## src/rtl/dmem_arb_pkg.sv

```systemverilog
// dmem_arb_pkg: shared types and DMEM geometry for the port-B arbiter
package dmem_arb_pkg;
  localparam int DMEM_AW = 11;
  localparam int DMEM_DW = 16;
  typedef enum logic [1:0] {ARB_IDLE, ARB_CCD, ARB_ACC} arb_state_t;
  typedef enum logic {OWN_CCD, OWN_ACC} owner_t;
endpackage

```

## src/rtl/dmem_rd_return.sv

```systemverilog
// dmem_rd_return: RD_LAT-deep read-valid pipe and accelerator read-data capture
module dmem_rd_return
  import dmem_arb_pkg::*;
#(
  parameter int DW     = DMEM_DW,
  parameter int RD_LAT = 1
) (
  input  logic          clk,
  input  logic          rst_n,
  input  logic          rd_issue,
  input  logic [DW-1:0] ram_q,
  output logic [DW-1:0] rdata,
  output logic          rvalid
);
  logic [RD_LAT-1:0] vld;
  logic [DW-1:0]     rdata_q;
  always_ff @(posedge clk or negedge rst_n) begin
    if (!rst_n) begin
      vld     <= '0;
      rdata_q <= '0;
    end else begin
      vld <= (vld << 1) | RD_LAT'(rd_issue);
      if (vld[RD_LAT-1]) rdata_q <= ram_q;
    end
  end
  assign rvalid = vld[RD_LAT-1];
  // q_b is live in the tail cycle; the register keeps it afterwards
  assign rdata  = rvalid ? ram_q : rdata_q;
endmodule

```

## src/rtl/dmem_portb_arbiter.sv

```systemverilog
// dmem_portb_arbiter: round-robin, burst-bounded CCD/accelerator arbiter for DMEM port B
// Optional transfer/contention counters: define DMEM_PORTB_ARB_STATS_EN
module dmem_portb_arbiter
  import dmem_arb_pkg::*;
#(
  parameter int AW        = DMEM_AW,
  parameter int DW        = DMEM_DW,
  parameter int MAX_BURST = 16,
  parameter int RD_LAT    = 1
) (
  input  logic          clk,
  input  logic          rst_n,
  input  logic          halt,
  input  logic          ccd_req,
  input  logic          ccd_wren,
  input  logic [AW-1:0] ccd_addr,
  input  logic [DW-1:0] ccd_data,
  output logic          ccd_gnt,
  input  logic          acc_req,
  input  logic          acc_rden,
  input  logic          acc_wren,
  input  logic [AW-1:0] acc_addr,
  input  logic [DW-1:0] acc_wdata,
  output logic          acc_gnt,
  output logic [DW-1:0] acc_rdata,
  output logic          acc_rvalid,
  output logic [AW-1:0] ram_address_b,
  output logic [DW-1:0] ram_data_b,
  output logic          ram_rden_b,
  output logic          ram_wren_b,
  input  logic [DW-1:0] ram_q_b
`ifdef DMEM_PORTB_ARB_STATS_EN
  ,
  output logic [15:0]   ccd_xfer_cnt,
  output logic [15:0]   acc_xfer_cnt,
  output logic [15:0]   contend_cnt
`endif
);
  arb_state_t state, state_nx;
  owner_t     last_owner;
  logic [7:0] burst_cnt;
  logic       at_limit;
  assign at_limit = burst_cnt == 8'(MAX_BURST - 1);
  always_comb begin
    state_nx = ARB_IDLE;
    case (state)
      ARB_IDLE: state_nx = ccd_req && acc_req ? (last_owner == OWN_ACC ? ARB_CCD : ARB_ACC) :
                           ccd_req ? ARB_CCD : acc_req ? ARB_ACC : ARB_IDLE;
      ARB_CCD:  state_nx = !ccd_req ? (acc_req ? ARB_ACC : ARB_IDLE) :
                           acc_req && at_limit ? ARB_ACC : ARB_CCD;
      ARB_ACC:  state_nx = !acc_req ? (ccd_req ? ARB_CCD : ARB_IDLE) :
                           ccd_req && at_limit ? ARB_CCD : ARB_ACC;
      default:  state_nx = ARB_IDLE;
    endcase
  end
  always_ff @(posedge clk or negedge rst_n) begin
    if (!rst_n) begin
      state      <= ARB_IDLE;
      burst_cnt  <= '0;
      last_owner <= OWN_ACC;
    end else begin
      state     <= state_nx;
      burst_cnt <= state_nx != state ? '0 :
                   state != ARB_IDLE && !at_limit ? burst_cnt + 8'd1 : burst_cnt;
      if (state_nx != state && state_nx != ARB_IDLE)
        last_owner <= state_nx == ARB_CCD ? OWN_CCD : OWN_ACC;
    end
  end
  logic rd_issue;
  assign ccd_gnt       = state == ARB_CCD;
  assign acc_gnt       = state == ARB_ACC;
  assign ram_address_b = ccd_gnt ? ccd_addr : acc_gnt ? acc_addr : '0;
  assign ram_data_b    = ccd_gnt ? ccd_data : acc_gnt ? acc_wdata : '0;
  assign ram_wren_b    = ((ccd_gnt & ccd_wren) | (acc_gnt & acc_wren)) & ~halt;
  // a simultaneous write takes the cycle, so no read is issued with it
  assign rd_issue      = acc_gnt & acc_rden & ~acc_wren;
  assign ram_rden_b    = rd_issue;
  dmem_rd_return #(.DW(DW), .RD_LAT(RD_LAT)) u_rd_return (
    .clk      (clk),
    .rst_n    (rst_n),
    .rd_issue (rd_issue),
    .ram_q    (ram_q_b),
    .rdata    (acc_rdata),
    .rvalid   (acc_rvalid)
  );
`ifdef DMEM_PORTB_ARB_STATS_EN
  always_ff @(posedge clk or negedge rst_n) begin
    if (!rst_n) begin
      ccd_xfer_cnt <= '0;
      acc_xfer_cnt <= '0;
      contend_cnt  <= '0;
    end else begin
      if (ccd_gnt && ccd_wren) ccd_xfer_cnt <= ccd_xfer_cnt + 16'd1;
      if (acc_gnt && (acc_wren || acc_rden)) acc_xfer_cnt <= acc_xfer_cnt + 16'd1;
      if ((ccd_req && !ccd_gnt) || (acc_req && !acc_gnt)) contend_cnt <= contend_cnt + 16'd1;
    end
  end
`endif
endmodule
```

## config.mk

```make
export PLATFORM = sky130hd
export DESIGN_NAME = dmem_portb_arbiter
export DESIGN_NICKNAME = d
export VERILOG_FILES = /design/src/rtl/dmem_arb_pkg.sv /design/src/rtl/dmem_rd_return.sv /design/src/rtl/dmem_portb_arbiter.sv
export SDC_FILE = /design/constraint.sdc
export NUM_CORES = 1
export LEC_CHECK = 0
export BUFFER_PORTS_ARGS = -buffer_cell sky130_fd_sc_hd__buf_2
export CAP_MARGIN = 20
export CORE_MARGIN = 2
export CORE_UTILIZATION = 30
export CTS_CLUSTER_SIZE = 16
export DETAILED_ROUTE_END_ITERATION = 7
export PLACE_DENSITY_LB_ADDON = 0.1
export SYNTH_ARGS = -nofsm -noshare
export SYNTH_HDL_FRONTEND = slang
export SYNTH_HIERARCHICAL = 1
export SYNTH_SLANG_ARGS = --single-unit
export TNS_END_PERCENT = 30
```

## constraint.sdc

```tcl
create_clock -name clk -period 1.8 [get_ports clk]
set_clock_uncertainty 0.05 [all_clocks]
set_input_delay 0.36 -clock clk [delete_from_list [all_inputs] [get_ports clk]]
set_output_delay 0.36 -clock clk [all_outputs]
set_load 0.02 [all_outputs]
```

==> impl_metrics.tcl <==
set metrics [dict create \
    io_buffers 125 \
    wl_met1_um 2070 \
    status "finished with violations" \
    viasPerCell 4.71 \
    first_global_vias 1700 \
    multi_input_area_um2 873 \
    synth_area_um2 1620 \
    tns_ns -1.26 \
    crit_top_cell "buf_6" \
    synth_top_area_frac 0.417 \
    clockRootBuffer "clkbuf_8" \
    hold_viol_final 0 \
    initial_utilization 0.313 \
    routed-wl-met2_um 2570 \
    p_per_area_nw_per_um2 965 \
    synthFlopType "dfrtp_1" \
    synthTopCellsByCount "28 x a22o_1, 27 x dfrtp_1, 11 x nor2_1, 10 x mux2_4, 8 x a21oi_1" \
    cp_slowest_stage_delay_ns 0.41 \
    synth-compound-area-share 0.248 \
    rsz0062_at_grt "yes" \
    worst_pin_slew_ns 0.614 \
    crit_required_ns 1.39 \
    path_cells "buf_6, nor2_4, buf_6, a22o_1, buf_6" \
    hold-worst-slack_ns 0.0346 \
    wl_per_cell_um 14.1 \
    fmax_mhz 534 \
    failed_checks "setup timing" \
    synth_nets 224 \
    dp_hpwl_um 3630 \
    cts_buffers 3 \
    endpoint_kind "output port" \
    drive_gt1_frac 0.620 \
    yosys.cell_count.top_type "a22o_1" \
    fp-row-count 26 \
    clkTransAtPathRegs_ns 0.09 \
    drc_errors 0 \
    min_path_type "input pin to asynchronous set/reset pin" \
    grt_first_pass_wirelength_um 8040 \
    pin_count 126 \
    fin_crit_sh 1.04 \
    wl_met3_um 384 \
    clk_path_buf_depth 2 \
    synth_async_sr_flop_share 1.00 \
    num-fill-cells 452 \
    finalNetCount 367 \
    drv_cap 0 \
    ir_drop_mv 0.500 \
    antenna_found_initial 0 \
    top_layer "met3" \
    slew_headroom 0.591 \
    synth_top_family_by_area "compound AO/OA/AOI/OAI gates" \
    ant_nets 0 \
    clk-insertion-delay-late_ns 0.27 \
    antennaDiodeCount 0 \
    synth_top_cell_by_area "dfrtp_1" \
    synthAdderAreaFrac 0.00772 \
    fin_util 0.549 \
    setup_viol 29 \
    core_um2 5170 \
    fin_cells 357 \
    synth_edf_count 0 \
    dr.pass1.iters 4 \
    drv_slew 0 \
    drt-total-wl_um 5030 \
    syn_inst 145 \
    num_vias 1680 \
    p_total_mw 2.74 \
    fin_ws_ns -0.0739 \
    grt_start_max_net_pins 29 \
    cts-hold-fix-buffers 0 \
    p_leak_nw 1.44 \
    slowest_stage "dfrtp_1" \
    synth_seq_cells 28 \
    crit_fanout 7 \
    grt_use_total 0.164 \
    die_h_um 77.5 \
    ctsHtreeMaxLevel 1 \
    ys_seq_area_frac 0.433 \
    synthSimpleGateAreaFrac 0.0926 \
    start_kind "flop" \
    cts_tree "built" \
    dp_cells 346 \
    yosys_warnings 6 \
    die_area_um2 6010 \
    ys_top_cells_by_area "dfrtp_1 42%, a22o_1 15%, mux2_4 9.3%" \
    clkSinkCount 28 \
    path_class "flop to output port" \
    die_w_um 77.5 \
    synth_area_per_cell_um2 11.2 \
    area_growth_syn_to_layout_pct 75.1 \
    gp_congestion 0.788 \
    synth_cell_types 36 \
    synth_xor_area_frac 0.0324 \
    seq_area_um2 702 \
    synth_mux_area_frac 0.134 \
    drt_iter0_markers 23 \
    grt-ovfl-total 0 \
    post-route-min-period_ns 1.87 \
    crit_arrival_ns 1.46 \
]
==> area by class of cell <==
cell class / instances / area share
Tap cell: 70 / 0.0309
Multi-Input combinational cell: 102 / 0.308
Clock buffer: 3 / 0.0145
Clock inverter: 1 / 0.0106
Sequential cell: 28 / 0.247
Timing Repair Buffer: 149 / 0.384
Inverter: 4 / 0.00529
==> critical path: cells and delay by family, from the launching register on <==
kind / cells / cell delay (ns)
buffers and inverters: 3 / 0.42
AO/OA/AOI/OAI: 1 / 0.16
flip-flops: 1 / 0.41
AND/OR/NAND/NOR: 1 / 0.19
==> path summary, 6_finish.rpt <==
check	from	to	slack, ns	cells after the start
max in group asynchronous	rst_n	state[1]	1.27	1
setup reg to reg	burst_cnt[1]	burst_cnt[4]	0.10	7
setup / recovery	state[0]	ram_data_b[9]	-0.07	5
min in group clk	acc_wren	u_rd_return/rvalid	0.21	2
hold / removal	rst_n	u_rd_return/rdata_q[1]	0.03	1
hold reg to reg	u_rd_return/rdata_q[8]	u_rd_return/rdata_q[8]	0.45	1
==> per-layer routing <==
metal / global-route usage / up-vias
li1: - / 831
met1: 0.204 / 767
met2: 0.294 / 82
met3: 0.0465 / 0
met4: 0.00893 / 0
met5: 0 / -
==> cells by family (layout without fill, tap and decap cells) <==
kind of cell,count (synthesis),in the layout
AO/OA/AOI/OAI,51,51
XOR/XNOR,6,6
adder cells (fa/ha/maj),1,1
buffers and inverters,15,157
flip-flops,28,28
multiplexers,16,16
AND/OR/NAND/NOR,28,28
==> where the power goes <==
| part | total, mW | switching, mW | internal [mW] |
|---|---|---|---|
| logic | 1.42 | 0.677 | 0.738 |
| clock network | 0.496 | 0.198 | 0.298 |
| registers | 0.828 | 0.0495 | 0.779 |
| total | 2.74 | 0.925 | 1.81 |
==> sequential cells by signal, indices dropped and copies added, names as in the netlist <==
register / cells
last_owner: 1
u_rd_return/rdata_q: 16
burst_cnt: 8
state: 2
u_rd_return/rvalid: 1
==> cell usage in the layout, fill, tap and decap left out, types with 2 or more instances in the layout <==
| cell | netlist | routed |
|---|---|---|
| o22ai_1 | 2 | 2 |
| dfrtp_1 | 27 | 27 |
| nand3_1 | 2 | 2 |
| a31oi_1 | 2 | 2 |
| nor2_1 | 11 | 9 |
| buf_12 | 1 | 3 |
| mux2_4 | 10 | 16 |
| inv_1 | 4 | 2 |
| nor2_4 | 0 | 2 |
| a22o_1 | 28 | 28 |
| buf_6 | 1 | 37 |
| nand2_1 | 5 | 5 |
| a21oi_1 | 8 | 8 |
| inv_2 | 0 | 2 |
| o21ai_0 | 5 | 5 |
| clkbuf_8 | 0 | 3 |
| xnor2_1 | 5 | 5 |
| buf_4 | 0 | 18 |
| buf_2 | 3 | 90 |
==> metrics by stage <==
| stage | worst slack (ns) | instance area (um^2) |
|---|---|---|
| 2_1_floorplan | -0.0108 | 1620 |
| 3_3_place_gp | 0.163 | 2420 |
| 3_5_place_dp | 0.107 | 2420 |
| 4_1_cts | -0.0672 | 2780 |
| 5_1_grt | -0.156 | 2840 |
| 6_report | -0.0739 | 2840 |
==> what timing repair did <==
action                                  in CTS  in global routing
gates resized for setup                     67                 18
setup buffers                                4                  0
endpoints found under the setup margin      30                 40
endpoints found under the hold margin        0                  0
pin swaps                                   20                  3
cloned                                       3                  0
Note: power is estimated with default switching activity, not from simulation.
